`src/rtl/uart_pixel_loader_pkg.sv`:
```
// Shared definitions for the UART pixel loader and the WS2812 serialiser:
// parser state encodings, frame constants and GRB pixel word layout.
package uart_pixel_loader_pkg;

  localparam int         PIX_W            = 24;
  localparam int         G_OFS            = 16;
  localparam int         R_OFS            = 8;
  localparam int         B_OFS            = 0;
  localparam int         DEF_MAX_PIXELS   = 64;
  localparam logic [7:0] DEF_SYNC_BYTE    = 8'hA5;
  localparam int         DEF_TIMEOUT_CLKS = 52080;

  typedef enum logic [2:0] {
    ST_IDLE,
    ST_LEN,
    ST_GRN,
    ST_RED,
    ST_BLU,
    ST_CSUM
  } state_e;

  function automatic logic [PIX_W-1:0] pack_grb(input logic [7:0] g,
                                                input logic [7:0] r,
                                                input logic [7:0] b);
    return {g, r, b};
  endfunction

endpackage

```
`src/rtl/uart_pixel_loader_pixel_buffer.sv`:
```
// Pixel buffer: one write port, one registered read port (read-before-write),
// out-of-range read addresses return zero.
module pixel_buffer
  import uart_pixel_loader_pkg::*;
#(
  parameter int DEPTH  = DEF_MAX_PIXELS,
  parameter int ADDR_W = 6
) (
  input  logic              i_clk,
  input  logic              i_reset,
  input  logic              i_wr_en,
  input  logic [ADDR_W-1:0] i_wr_addr,
  input  logic [PIX_W-1:0]  i_wr_data,
  input  logic [ADDR_W-1:0] i_rd_addr,
  output logic [PIX_W-1:0]  o_rd_data
);

  localparam logic [ADDR_W:0] DEPTH_W = (ADDR_W + 1)'(DEPTH);

  logic [PIX_W-1:0] mem_q [DEPTH];
  logic [PIX_W-1:0] rd_q;

  // NOTE: the memory array deliberately has no reset so it maps onto block RAM;
  // only the output register is cleared.
  always_ff @(posedge i_clk) begin
    if (i_wr_en) mem_q[i_wr_addr] <= i_wr_data;
  end

  always_ff @(posedge i_clk or posedge i_reset) begin
    if (i_reset)                         rd_q <= '0;
    else if ({1'b0, i_rd_addr} < DEPTH_W) rd_q <= mem_q[i_rd_addr];
    else                                 rd_q <= '0;
  end

  assign o_rd_data = rd_q;

endmodule

```
`src/rtl/uart_pixel_loader.sv`:
```
// Parses SYNC/LEN/{G,R,B}xLEN/CSUM frames from the UART byte stream into the
// pixel buffer; reports committed frames and rejected/aborted ones.
module uart_pixel_loader
  import uart_pixel_loader_pkg::*;
#(
  parameter int         MAX_PIXELS   = DEF_MAX_PIXELS,
  parameter int         ADDR_W       = 6,
  parameter logic [7:0] SYNC_BYTE    = DEF_SYNC_BYTE,
  parameter int         TIMEOUT_CLKS = DEF_TIMEOUT_CLKS
) (
  input  logic              i_clk,
  input  logic              i_reset,
  input  logic [7:0]        i_rx_byte,
  input  logic              i_rx_valid,
  input  logic              i_drv_busy,
  input  logic [ADDR_W-1:0] i_rd_addr,
  output logic [PIX_W-1:0]  o_rd_data,
  output logic              o_frame_valid,
  output logic [7:0]        o_frame_len,
  output logic              o_err
);

  localparam logic [7:0]  MAX_LEN = 8'(MAX_PIXELS);
  localparam logic [31:0] TO_LAST = 32'(TIMEOUT_CLKS - 1);

  state_e      state_q;
  logic [7:0]  len_q;
  logic [7:0]  csum_q;
  logic [7:0]  pix_idx_q;
  logic [7:0]  g_q;
  logic [7:0]  r_q;
  logic [31:0] idle_cnt_q;
  logic        frame_valid_q;
  logic        err_q;
  logic [7:0]  frame_len_q;

  logic             wr_en;
  logic [PIX_W-1:0] wr_data;

  // The blue byte completes a pixel and is written in the cycle it arrives.
  assign wr_en   = i_rx_valid && (state_q == ST_BLU);
  assign wr_data = pack_grb(g_q, r_q, i_rx_byte);

  pixel_buffer #(
    .DEPTH (MAX_PIXELS),
    .ADDR_W(ADDR_W)
  ) u_pixel_buffer (
    .i_clk    (i_clk),
    .i_reset  (i_reset),
    .i_wr_en  (wr_en),
    .i_wr_addr(pix_idx_q[ADDR_W-1:0]),
    .i_wr_data(wr_data),
    .i_rd_addr(i_rd_addr),
    .o_rd_data(o_rd_data)
  );

  // NOTE: non-blocking assignments only, so every register sees pre-edge values.
  always_ff @(posedge i_clk or posedge i_reset) begin
    if (i_reset) begin
      state_q       <= ST_IDLE;
      len_q         <= '0;
      csum_q        <= '0;
      pix_idx_q     <= '0;
      g_q           <= '0;
      r_q           <= '0;
      idle_cnt_q    <= '0;
      frame_valid_q <= 1'b0;
      err_q         <= 1'b0;
      frame_len_q   <= '0;
    end else begin
      frame_valid_q <= 1'b0;
      err_q         <= 1'b0;

      if (i_rx_valid || state_q == ST_IDLE) idle_cnt_q <= '0;
      else                                  idle_cnt_q <= idle_cnt_q + 32'd1;

      if (i_rx_valid) begin
        unique case (state_q)
          ST_IDLE: begin
            if (i_rx_byte == SYNC_BYTE) begin
              if (i_drv_busy) err_q   <= 1'b1;
              else            state_q <= ST_LEN;
            end
          end
          ST_LEN: begin
            if (i_rx_byte == 8'd0 || i_rx_byte > MAX_LEN) begin
              err_q   <= 1'b1;
              state_q <= ST_IDLE;
            end else begin
              len_q     <= i_rx_byte;
              csum_q    <= i_rx_byte;
              pix_idx_q <= '0;
              state_q   <= ST_GRN;
            end
          end
          ST_GRN: begin
            g_q     <= i_rx_byte;
            csum_q  <= csum_q ^ i_rx_byte;
            state_q <= ST_RED;
          end
          ST_RED: begin
            r_q     <= i_rx_byte;
            csum_q  <= csum_q ^ i_rx_byte;
            state_q <= ST_BLU;
          end
          ST_BLU: begin
            csum_q <= csum_q ^ i_rx_byte;
            if (pix_idx_q == len_q - 8'd1) begin
              state_q <= ST_CSUM;
            end else begin
              pix_idx_q <= pix_idx_q + 8'd1;
              state_q   <= ST_GRN;
            end
          end
          ST_CSUM: begin
            if (i_rx_byte == csum_q) begin
              frame_valid_q <= 1'b1;
              frame_len_q   <= len_q;
            end else begin
              err_q <= 1'b1;
            end
            state_q <= ST_IDLE;
          end
          default: state_q <= ST_IDLE;
        endcase
      end else if (state_q != ST_IDLE && idle_cnt_q == TO_LAST) begin
        // Link went quiet mid-frame: drop the partial frame.
        err_q   <= 1'b1;
        state_q <= ST_IDLE;
      end
    end
  end

  assign o_frame_valid = frame_valid_q;
  assign o_frame_len   = frame_len_q;
  assign o_err         = err_q;

endmodule

```
`config.mk`:
```
export PLATFORM = sky130hd
export DESIGN_NAME = uart_pixel_loader
export DESIGN_NICKNAME = d
export VERILOG_FILES = /design/src/rtl/uart_pixel_loader_pkg.sv /design/src/rtl/uart_pixel_loader_pixel_buffer.sv /design/src/rtl/uart_pixel_loader.sv
export SDC_FILE = /design/constraint.sdc
export NUM_CORES = 2
export LEC_CHECK = 0
export ABC_CLOCK_PERIOD_IN_PS = 7200
export CAP_MARGIN = 20
export CORE_MARGIN = 1
export CORE_UTILIZATION = 30
export DETAILED_ROUTE_END_ITERATION = 7
export GPL_TIMING_DRIVEN = 0
export HOLD_SLACK_MARGIN = 0.15
export SLEW_MARGIN = 20
export SYNTH_ARGS = -nofsm -noshare
export SYNTH_HDL_FRONTEND = slang
export SYNTH_SLANG_ARGS = --single-unit
```
`constraint.sdc`:
```
create_clock -name i_clk -period 7.2 [get_ports i_clk]
set_input_delay 1.44 -clock i_clk [delete_from_list [all_inputs] [get_ports i_clk]]
set_output_delay 1.44 -clock i_clk [all_outputs]
set_load 0.03 [all_outputs]
```
======== Word-level counts from Yosys, hierarchy flattened ========
Memories as Yosys holds them, arrays and structs flattened. A register that Yosys moved wholly into a read port is not among the register bits.
Index checks and enable logic that the tools add are counted.
storage, ports and cells
  register bits after elaboration ......... 85
  memory bits (writable) .................. 1,536
  bits of input ports ..................... 18
  output and inout port bits .............. 34
  logic and storage cells ................. 73
  memories kept ........................... 1
memory list
  memory                words  width  rd ports  clocked after memory_dff  wr ports  line                                  source
  u_pixel_buffer.mem_q  64     24     1         1                         1         uart_pixel_loader_pixel_buffer.sv:20  logic [PIX_W-1:0] mem_q [DEPTH];
cells by class
  $add $sub $neg .......................... 3
  order comparisons ....................... 1
  eq/ne operators ......................... 13
  muxes and demuxes ....................... 25
  bitwise gates (word level) .............. 2
  reduce and logical (&&, ||, !) cells .... 18
operators by type and width
  kind                     count
  $add A32 B1 Y32 const B  1
  $eq A32 B16 Y1 const B   1
  $mux W32                 1
  $pmux W8 S2              2
  $mux W8                  3
  $eq A8 B8 Y1             2
  $mux W3                  5
  $pmux W3 S5              1
  $reduce_and A3 Y1        4
  $mux W1                  11
  $add A8 B1 Y8 const B    1
  $eq A8 B8 Y1 const B     1
  $gt A8 B7 Y1 const B     1
  $logic_not A8 Y1         1
  $sub A8 B1 Y8 const B    1
  $xor A8 B8 Y8            1
  $eq A3 B2 Y1 const B     2
  $eq A3 B3 Y1 const B     2
  $reduce_bool A2 Y1       3
  $ne A2 B2 Y1 const B     2
  $reduce_and A2 Y1        2
  $reduce_and A4 Y1        1
  $eq A3 B1 Y1 const B     1
  $logic_not A3 Y1         1
  other kinds (9)          11

======== Depth between registers and ports, before layout ========
  depth in word-level cells ............... 5
  mapped depth ............................ 10
  mapped depth without buffers ............ 9

======== By module ========
A second synthesis with hierarchy kept.
second synthesis, totals
  cell total of the unflattened synthesis .. 3,000
  area, all modules ....................... 63,807.4 um^2
modules (own cells, without submodules)
  module             times used  cells an instance  area an instance (um^2)  sequential area each (um^2)
  pixel_buffer       1           2,550              59,387.0                 46,724.8
  uart_pixel_loader  1           450                4,420.5                  2,127.0

======== Worst setup path after synthesis ========
OpenSTA, ideal clock, no wires.
  path kind ............................... input-to-reg
  start ................................... in i_rx_valid
  end ..................................... mem u_pixel_buffer.mem_q[28][0], enable pin
  library setup time ...................... 0.405 ns
  arrival time ............................ 3.407 ns
  required time ........................... 6.795 ns
  slack ................................... 3.388 ns
  stages .................................. 4
  path buffers ............................ 0
  cell sequence ........................... nand2_1 nor3_1 nand3_1 nor2_1
between the ends
  cells in the longest elaborated chain, start to end .. 3
ends and longest elaborated chain
  element                        line                                  source
  start: declaration             uart_pixel_loader.sv:14               input logic i_rx_valid,
  $logic_and A1 B1 Y1            uart_pixel_loader.sv:41               assign wr_en = i_rx_valid && (state_q == ST_BLU);
  $mux W1                        uart_pixel_loader_pixel_buffer.sv:26  if (i_wr_en) mem_q[i_wr_addr] <= i_wr_data;
  $mux W1 (not written as such)  uart_pixel_loader_pixel_buffer.sv:26
  end: declaration               uart_pixel_loader_pixel_buffer.sv:20
Every way passes these cells.

==> results.json <==
{
  "timing.fmax_ghz": 0.220,
  "synth_flop_cell": "edfxtp_1",
  "final_util": 0.359,
  "ys_ff_latch": 1645,
  "die-area_um2": 213000,
  "die_height_um": 461,
  "rsz0062_at_grt": "no",
  "cts-resized-gates": 0,
  "async_reset_ff_frac": 0.0663,
  "drt_drc_violations_left": 0,
  "clkTransAtPathRegs_ps": 60,
  "drtPass1Iterations": 8,
  "ys_types": 54,
  "cts_setup_buffers": 0,
  "cts_tree": "done",
  "clockBufferDepth": 3,
  "arrival_ps": 5160,
  "place_congestion": 0.786,
  "cts_root_buffer": "clkbuf_16",
  "synth-edff-count": 1536,
  "rrSetupSlack_ps": 3400,
  "hold_path_class": "flip-flop to flip-flop",
  "grt_antenna_before_repair": 18,
  "grt_max_degree": 84,
  "dpl.hpwl_mm": 108,
  "first_global_vias": 30300,
  "ios": 52,
  "drv_slew": 0,
  "timing.setup.tns_ps": 0,
  "fin_skew_ps": 29.9,
  "max_slew_margin": 0.183,
  "syn-instance-count": 2703,
  "yosys.area.top_type": "edfxtp_1",
  "finalHoldViolCount": 0,
  "startpoint_type": "input port",
  "yosys-top-cells-area": "edfxtp_1 (73%), mux4_2 (18%), dfrtp_1 (4.3%)",
  "vias_per_cell": 5.01,
  "synth_nets": 2724,
  "worst_pin_slew_ps": 1220,
  "synth_top_area_share": 0.728,
  "clock_sinks": 1645,
  "setup_viol_count_final": 0,
  "ctsHtreeMaxLevel": 4,
  "drv_cap": 0,
  "ir_worst_vdd_v": 0.000211,
  "num_vias": 29800,
  "fillers": 19000,
  "initial_core_util": 0.302,
  "routed_wire_length_per_instance_um": 27.1,
  "wirelength_mm": 161,
  "drtAntennaViolNets": 0,
  "powerDensity_nw_per_um2": 296,
  "cts_made_buffers": 169,
  "fin_crit_sh": 0.630,
  "p_leak_nw": 23.1,
  "ys_warn_count": 0,
  "core_um2": 210000,
  "critical_path_class": "input port to flip-flop",
  "drive_gt1_frac": 0.318,
  "worst_setup_path_end_kind": "flip-flop",
  "rr_endpoint": "u_pixel_buffer.mem_q[25][12]",
  "drtIter0Drc": 3247,
  "groute.usage.overall": 0.153,
  "startpoint": "i_rd_addr[1]",
  "fp.dieW_um": 461,
  "rows": 168,
  "fin_nets": 3025,
  "rr_startpoint": "pix_idx_q[2]",
  "clk_latency_ps": 800,
  "grt_pass1_wl_mm": 229,
  "rr_worst_depth": 5,
  "critPathRequiredTime_ps": 7820,
  "synth.cell_area_um2": 63300,
  "cts_hold_repair.buffers": 0,
  "io_buffers": 45,
  "yosysSeqAreaShare": 0.772,
  "finalCriticalPeriod_ps": 4540,
  "status": "finished clean",
  "crit_path_max_fanout": 10,
  "area_delta_synth_final_pct": 18.7,
  "grt_overflow": 0,
  "syn_avg_cell_area_um2": 23.4,
  "endpoint": "u_pixel_buffer.o_rd_data[22]"
}
-- stage by stage --
| step | instance area [um^2] | hold WS [ps] | worst slack, ps | instances | power (mW) |
|---|---|---|---|---|---|
| after floorplan | 63300 | 455 | 2890 | 2703 | 13.0 |
| after global placement | 67300 | 488 | 544 | 5553 | 14.0 |
| after detailed placement | 69900 | 487 | 1770 | 5636 | 14.2 |
| after CTS | 75100 | 496 | 2610 | 5940 | 22.4 |
| after global routing | 75100 | 517 | 2650 | 5943 | 22.9 |
| final | 75100 | 494 | 2660 | 5948 | 22.3 |
-- synth_stat cells (2+ instances only) --
cell type  number
edfxtp_1     1536
mux4_2        504
dfrtp_1       109
nor2_1        101
clkbuf_1       78
nand2_1        45
buf_2          35
o21ai_0        32
mux2_2         28
xor2_1         23
nand3_1        20
xnor2_1        19
a21oi_1        17
buf_1          16
or3_1          15
inv_1          14
and3_1         11
nor3_1         11
nand4_1         9
a22o_1          7
nor4_1          7
nor2b_1         6
buf_4           5
buf_6           5
or4_1           5
and2_1          4
o31ai_1         4
ha_1            3
nand3b_1        3
and4_1          2
nand2b_1        2
nor4b_1         2
o221ai_1        2
o22ai_1         2
or3b_2          2
-- worst min-delay path by stage --
stage	startpoint	end	slack, ps	depth (start not counted)
final	idle_cnt_q[0]	idle_cnt_q[0]	490	1
after global routing	idle_cnt_q[0]	idle_cnt_q[0]	520	1
after CTS	idle_cnt_q[0]	idle_cnt_q[0]	500	1
after detailed placement	idle_cnt_q[0]	idle_cnt_q[0]	490	1
after global placement	idle_cnt_q[0]	idle_cnt_q[0]	490	1
after floorplan	idle_cnt_q[0]	idle_cnt_q[0]	460	1
-- metal layers --
| metal | GRT usage | share of wire | vias up |
|---|---|---|---|
| li1 | - | - | 12200 |
| met1 | 0.209 | 0.42 | 16300 |
| met2 | 0.246 | 0.49 | 1123 |
| met3 | 0.0291 | 0.072 | 204 |
| met4 | 0.0441 | 0.025 | 10 |
| met5 | 0 | 0.00043 | - |
-- worst max-delay path: stages --
cell and delay, ps:
clkbuf_1 370, clkbuf_1 910, clkbuf_1 800, mux4_2 400
mux4_2 570, mux4_2 620
-- registers in the layout, summed over array words and instances (netlist names) --
name,count
r_q,8
u_pixel_buffer.mem_q,1536
idle_cnt_q,32
len_q,8
o_frame_valid,1
g_q,8
csum_q,8
o_err,1
pix_idx_q,8
state_q,3
u_pixel_buffer.o_rd_data,24
o_frame_len,8
-- final cells by class --
cell class,count,area (um^2),share of cell area
clock buffer,213,4530,0.0603
clock inverter,91,659,0.00878
buffer,139,628,0.00836
antenna,6,15.0,0.000200
multi-input combinational,905,14300,0.190
sequential,1645,48900,0.651
timing repair buffer,130,2530,0.0337
inverter,14,60.1,0.000799
tap,2805,3510,0.0467
-- report_power, final --
part           internal [mW]  total (mW)  switching [mW]
Clock                   4.69        8.28            3.59
Combinational          0.660        1.70            1.04
Sequential              11.4        12.3           0.828
-- cells by family after synthesis --
kind of cell,Yosys count,synth area share
compound gates,75,0.00757
mux,532,0.184
simple gates,253,0.0195
flops,1645,0.772
xor+xnor,42,0.00581
fa+ha+maj,3,0.000593
buf+inv,153,0.0107
-- placed cells by master, fill, tap and decap left out, types with 44 or more instances in the layout --
master,instances
mux4_2,504
edfxtp_1,1536
nand2_1,44
clkbuf_1,109
nor2_4,64
clkbuf_16,173
dfrtp_1,93
buf_16,56
clkinv_1,44
Power figures use the tool's default switching activity.
